==> config.mk <==
export PLATFORM = sky130hd
export DESIGN_NAME = bt_radio_rx
export DESIGN_NICKNAME = d
export VERILOG_FILES = /design/src/rtl/bt_radio_pkg.sv /design/src/rtl/bt_radio_lfsr16.sv /design/src/rtl/bt_radio_rx.sv
export SDC_FILE = /design/constraint.sdc
export NUM_CORES = 1
export LEC_CHECK = 0
export BUFFER_PORTS_ARGS = -buffer_cell sky130_fd_sc_hd__buf_4
export CORE_AREA = 2 2 87 89
export CTS_BUF_LIST = sky130_fd_sc_hd__clkbuf_8
export DETAILED_ROUTE_END_ITERATION = 7
export DIE_AREA = 0 0 89 91
export MAX_ROUTING_LAYER = met4
export PLACE_DENSITY = 0.52
export SETUP_SLACK_MARGIN = 0.5
export SLEW_MARGIN = 20
export SYNTH_ARGS = -nofsm -noshare
export SYNTH_HDL_FRONTEND = slang
export SYNTH_SLANG_ARGS = --single-unit
==> constraint.sdc <==
create_clock -name clk_6M -period 2 [get_ports clk_6M]
set_clock_uncertainty 0.2 [all_clocks]
set_input_delay 0.1 -clock clk_6M [delete_from_list [all_inputs] [get_ports clk_6M]]
set_output_delay 0.1 -clock clk_6M [all_outputs]
set_load 0.1 [all_outputs]
==> src/rtl/bt_radio_pkg.sv <==
// bt_radio_pkg: shared types and constants for the receive-side radio model.
// Holds the synthesizer state encoding, the channel count, the idle symbol
// and the constants of the optional noise LFSR (BTRADIO_RX_NOISE_EN).
package bt_radio_pkg;

   typedef enum logic [1:0] {
      IDLE   = 2'd0,
      SETTLE = 2'd1,
      LOCKED = 2'd2
   } bt_rx_state_e;

   localparam int          BT_NUM_CH    = 79;
   localparam logic [2:0]  BT_IDLE_SYM  = 3'b000;

   // Fibonacci LFSR, polynomial taps 16,14,13,11 -> state bits 15,13,12,10
   localparam logic [15:0] BT_LFSR_SEED = 16'hACE1;
   localparam logic [15:0] BT_LFSR_TAPS = 16'hB400;

endpackage

==> src/rtl/bt_radio_lfsr16.sv <==
// bt_radio_lfsr16: free-running 16-bit Fibonacci LFSR used as the noise
// source when BTRADIO_RX_NOISE_EN is defined. Shifts left, feedback enters
// at bit 0. The seed is a parameter so the async reset loads a constant.
module bt_radio_lfsr16
   import bt_radio_pkg::*;
#(
   parameter logic [15:0] SEED = BT_LFSR_SEED
) (
   input  logic        clk,
   input  logic        rst_n,
   input  logic        i_en,
   output logic [15:0] o_state
);

   logic [15:0] r_state;
   logic        w_fb;

   assign w_fb    = ^(r_state & BT_LFSR_TAPS);
   assign o_state = r_state;

   // advance one step per enabled clock, reseed on reset
   always_ff @(posedge clk or negedge rst_n) begin
      if (!rst_n) begin
         r_state <= SEED;
      end else if (i_en) begin
         r_state <= {r_state[14:0], w_fb};
      end
   end

endmodule

==> src/rtl/bt_radio_rx.sv <==
// bt_radio_rx: receive-side radio front end.
// Tunes a synthesizer model to the LC channel on loadfreq_p, waits out the
// PLL settle time counted in p_1us ticks, then forwards peer air symbols to
// the LC only while locked, rx-enabled, carrier present and on-channel.
// The forwarded symbol passes through a PIPE_DLY-deep register chain.
// Optional feature: `define BTRADIO_RX_NOISE_EN adds regi_noise_thr and an
// LFSR that flips bit0 of forwarded symbols to emulate bit errors.
// There is no valid/ready handshake: every signal is sampled every clk_6M.
module bt_radio_rx
   import bt_radio_pkg::*;
#(
   parameter int         PIPE_DLY = 1,
   parameter int         SETTLE_W = 10,
   parameter logic [2:0] IDLE_SYM = BT_IDLE_SYM
) (
   input  logic                clk_6M,
   input  logic                rstz,
   input  logic                p_1us,
   input  logic [SETTLE_W-1:0] regi_pllsetuptime,
   input  logic                loadfreq_p,
   input  logic [6:0]          lc_fk,
   input  logic                rxen,
   input  logic                air_txon,
   input  logic [6:0]          rxfk,
   input  logic [2:0]          rxsymbolin,
`ifdef BTRADIO_RX_NOISE_EN
   input  logic [7:0]          regi_noise_thr,
`endif
   output logic [2:0]          rxsymbolout,
   output logic                rx_locked,
   output logic                rx_match,
   output logic [6:0]          cur_fk,
   output logic [15:0]         mismatch_cnt,
   output logic [1:0]          o_dbg_state
);

   bt_rx_state_e        r_state;
   bt_rx_state_e        w_state_nxt;
   logic [SETTLE_W-1:0] r_settle_cnt;
   logic [SETTLE_W-1:0] w_settle_nxt;
   logic [6:0]          r_cur_fk;
   logic [15:0]         r_mis_cnt;
   logic [2:0]          r_sym_pipe  [PIPE_DLY];
   logic                r_gate_pipe [PIPE_DLY];

   logic                w_locked;
   logic                w_on_ch;
   logic                w_active;
   logic                w_gate;
   logic                w_mis_evt;
   logic [2:0]          w_sym0;

   assign w_locked  = (r_state == LOCKED);
   assign w_on_ch   = (rxfk == r_cur_fk);
   assign w_active  = w_locked & rxen & air_txon;
   assign w_gate    = w_active & w_on_ch;
   assign w_mis_evt = w_active & ~w_on_ch;

`ifdef BTRADIO_RX_NOISE_EN
   logic [15:0] w_lfsr;
   logic        w_flip;

   bt_radio_lfsr16 #(
      .SEED (BT_LFSR_SEED)
   ) u_lfsr (
      .clk     (clk_6M),
      .rst_n   (rstz),
      .i_en    (1'b1),
      .o_state (w_lfsr)
   );

   // low LFSR byte below the threshold marks an errored symbol
   assign w_flip = w_gate & (w_lfsr[7:0] < regi_noise_thr);
   assign w_sym0 = w_gate ? (rxsymbolin ^ {2'b00, w_flip}) : IDLE_SYM;
`else
   assign w_sym0 = w_gate ? rxsymbolin : IDLE_SYM;
`endif

   // synthesizer state and settle counter registers
   always_ff @(posedge clk_6M or negedge rstz) begin
      if (!rstz) begin
         r_state      <= IDLE;
         r_settle_cnt <= '0;
      end else begin
         r_state      <= w_state_nxt;
         r_settle_cnt <= w_settle_nxt;
      end
   end

   // next state: a retune wins over everything, SETTLE counts down p_1us
   always_comb begin
      w_state_nxt  = r_state;
      w_settle_nxt = r_settle_cnt;
      if (loadfreq_p) begin
         w_state_nxt  = SETTLE;
         w_settle_nxt = regi_pllsetuptime;
      end else begin
         case (r_state)
            SETTLE: begin
               if (r_settle_cnt == '0) begin
                  w_state_nxt = LOCKED;
               end else if (p_1us) begin
                  w_settle_nxt = r_settle_cnt - 1'b1;
               end
            end
            default: begin
            end
         endcase
      end
   end

   // tuned channel and saturating off-channel counter
   always_ff @(posedge clk_6M or negedge rstz) begin
      if (!rstz) begin
         r_cur_fk  <= '0;
         r_mis_cnt <= '0;
      end else if (loadfreq_p) begin
         r_cur_fk  <= lc_fk;
         r_mis_cnt <= '0;
      end else if (w_mis_evt && (r_mis_cnt != 16'hFFFF)) begin
         r_mis_cnt <= r_mis_cnt + 16'd1;
      end
   end

   // gated symbol and gate state delay line, flushed to idle on reset
   always_ff @(posedge clk_6M or negedge rstz) begin
      if (!rstz) begin
         for (int i = 0; i < PIPE_DLY; i++) begin
            r_sym_pipe[i]  <= IDLE_SYM;
            r_gate_pipe[i] <= 1'b0;
         end
      end else begin
         r_sym_pipe[0]  <= w_sym0;
         r_gate_pipe[0] <= w_gate;
         for (int i = 1; i < PIPE_DLY; i++) begin
            r_sym_pipe[i]  <= r_sym_pipe[i-1];
            r_gate_pipe[i] <= r_gate_pipe[i-1];
         end
      end
   end

   assign rxsymbolout  = r_sym_pipe[PIPE_DLY-1];
   assign rx_match     = r_gate_pipe[PIPE_DLY-1];
   assign rx_locked    = w_locked;
   assign cur_fk       = r_cur_fk;
   assign mismatch_cnt = r_mis_cnt;
   assign o_dbg_state  = r_state;

endmodule

==> results.toml <==
[outcome]
status = "finished clean"

[synth]
post-synth-top-count-cell = "dfrtp_1"
synth_enable_flop_cells = 0
yosysTopAreaCell = "dfrtp_1"
yosys_warnings = 0
ys_types = 44
synth_common_cells = "dfrtp_1 (39), nand2_1 (21), mux2_2 (12), nor2_1 (12), o21ai_0 (12)"
syn_area_mm2 = 0.002088
synthFlopType = "dfrtp_1"
async_flop_share_pct = 100.0
syn_inst = 213
ys_seq_elements = 39
seq_area_frac_synth_pct = 46.73
syn_avg_cell_area_um2 = 9.804
synth.top_cell.area_share_pct = 46.73
synth_area_leaders = "dfrtp_1 (47%), mux2_2 (6.5%), xnor2_1 (4.6%)"
syn-num-nets = 248

[grt]
first_global_vias = 2050
antenna_found_initial = 0
grt_overflow_total = 0
grt_usage_pct = 15.48
grt_max_degree = 52
met1_usage_pct = 19.67
grt_pass1_wl_mm = 9.611
gr-max-usage-layer = "met2"
grt_use_met3_pct = 3.455
grt.met2_usage_pct = 24.81

[sta]
finalHoldViolations = 0
min_period_over_period_pct = 99.85
slew_violations = 0
setup_violations = 0
worst_pin_slew_ns = 0.5381
fmax_mhz = 500.8
period_minus_slack_ns = 1.997
maxSlewHeadroom_pct = 64.13
hold_ws_ns = 0.07423
rsz0062_at_grt = "true"

[floorplanning]
die_x_um = 89
chipHeight_um = 91
rows = 31
dieArea_mm2 = 0.008099
initial_utilization_pct = 29.26
boundaryPins = 63
core_mm2 = 0.007137

[worst_setup_path]
crit_type = "reg -> reg"
rr_startpoint = "o_dbg_state[0]$_DFFE_PN0P_"
r2r_slack_ns = 0.003
startpoint_type = "flop"
crit_required_ns = 2.02
crit_start = "o_dbg_state[0]$_DFFE_PN0P_"
critPathMaxFanout = 7
worst_setup_path_end_kind = "flop"
crit_family = "simple AND/OR/NAND/NOR gates"
timing.critical_path.buf_inv = 1
crit_arrival_ns = 2.02
cp_cell_sequence = "nor2b_4 > and3_4 > o21ai_4 > buf_12 > or4_4 > a21oi_2"
worst_path_max_delay_cell = "or4_4"
slowest_delay_ns = 0.51

[clock_tree]
cts_root_buf = "clkbuf_8"
clk_pin_slew_worst_paths_ns = 0.08
clk_latency_ns = 0.29
cts_tree = "yes"
cts_buffers = 5
clockBufferDepth = 2
cts_num_sinks = 39
htreeDepth = 2

[power_and_ir_drop]
p_leak_nw = 1.613
power.total_mw = 1.883
irDropWorstVdd_uv = 269.9
power_density_mw_per_mm2 = 507.0

[cells_and_area]
final_net_count = 385
post-route-util_pct = 52.03
fin_cells = 450
layout-drive-gt1-share_pct = 58.12
syn2layout_area_growth_pct = 77.83
fillCellCount = 669
diodes = 0

[route]
wl_per_cell_um = 13.59
drt_iter0_markers = 76
wl_mm = 6.116
ant_nets = 0
drc = 0
vias = 2102
drt_first_pass_iters = 4
avgViaCountPerCell = 4.671

[place]
dp_hpwl_mm = 3.836
portBuffers = 62
routabilityCongestion = 0.7424
dp_cells = 399

[min_path]
hold_path_class = "in -> reg"
hold_start = "loadfreq_p"

[flow_run]
drv_cap = 0
[logic make-up (layout without fill, tap and decap cells)]
kind of cell	after synthesis	count (layout)	share of synthesized area [%]
multiplexers	12	12	6.471
AND/OR/NAND/NOR	96	96	25.58
adder cells (fa/ha/maj)	2	2	1.198
buffers and inverters	11	148	2.097
flip-flops	39	39	46.73
XOR/XNOR	15	15	6.291
AO/OA/AOI/OAI	38	39	11.62
[registers in the layout, indices dropped and copies added, names as in the netlist]
| signal | cells |
|---|---|
| mismatch_cnt | 16 |
| r_settle_cnt | 10 |
| cur_fk | 7 |
| rxsymbolout | 3 |
| o_dbg_state | 2 |
| rx_match | 1 |
[what timing repair did]
action / 4_1_cts / 5_1_grt
pin swaps: 14 / 21
cloned: 1 / 0
buffers inserted: 15 / 6
resized for setup: 29 / 26
hold endpoints to repair: 59 / 0
setup endpoints to repair: 33 / 35
hold buffers: 21 / 0
[per-layer routing]
layer | vias up | share of wire, %
met1 | 1002 | 45
met2 | 41 | 51
met5 | - | 0
li1 | 1049 | -
met3 | 10 | 3.2
met4 | 0 | 1.4
[path summary, 6_finish.rpt]
path | cells past startpoint | to
max | 6 | mismatch_cnt[4]$_DFFE_PN0P_
max in group asynchronous | 2 | o_dbg_state[1]$_DFFE_PN0P_
min reg2reg | 2 | mismatch_cnt[12]$_DFFE_PN0P_
min | 2 | mismatch_cnt[12]$_DFFE_PN0P_
min in group asynchronous | 2 | mismatch_cnt[0]$_DFFE_PN0P_
max reg2reg | 6 | mismatch_cnt[4]$_DFFE_PN0P_
[cells in the final DEF (no fill, tap or decap), drive strengths merged, types with 2 or more instances in the layout]
cell,netlist,routed
buf,2,117
dfrtp,39,39
dlygate4sd3,0,21
nand2,21,21
o21ai,13,14
mux2,12,12
nor2,12,12
nand3,12,12
xnor2,11,11
a21oi,10,10
nor2b,8,8
nor4,7,7
o31ai,6,6
or4,6,6
nor3,6,6
clkbuf,7,5
and2,5,5
and3,5,5
inv,2,4
xor2,4,4
or3,4,4
nand4,2,2
and4,2,2
o311ai,2,2
ha,2,2
[power breakdown]
group	total (mW)	switching [mW]	internal, mW
Clock	0.515	0.281	0.235
Sequential	0.864	0.0373	0.827
Combinational	0.503	0.272	0.231
Total	1.88	0.590	1.29
[cell type report]
type	count	area, µm²	area share (%)
multi-input cells	164	1331	35.85
repair buffers	138	1169	31.47
flip-flops and latches	39	1001	26.95
well taps	99	123.9	3.336
clock buffers	5	68.82	1.853
clock inverters	3	12.51	0.3369
inverters	2	7.507	0.2022
[metrics by stage]
stage               worst slack, ns  setup TNS (ns)  area, µm²
global placement           -0.08739         -0.5898       3042
global route               -0.06233         -0.1923       3714
detailed placement          -0.1341         -0.8528       3042
floorplan                   -0.6828          -8.837       2218
finish                     0.003075               0       3714
CTS                         0.02386               0       3575
(Power assumes the default switching activity.)
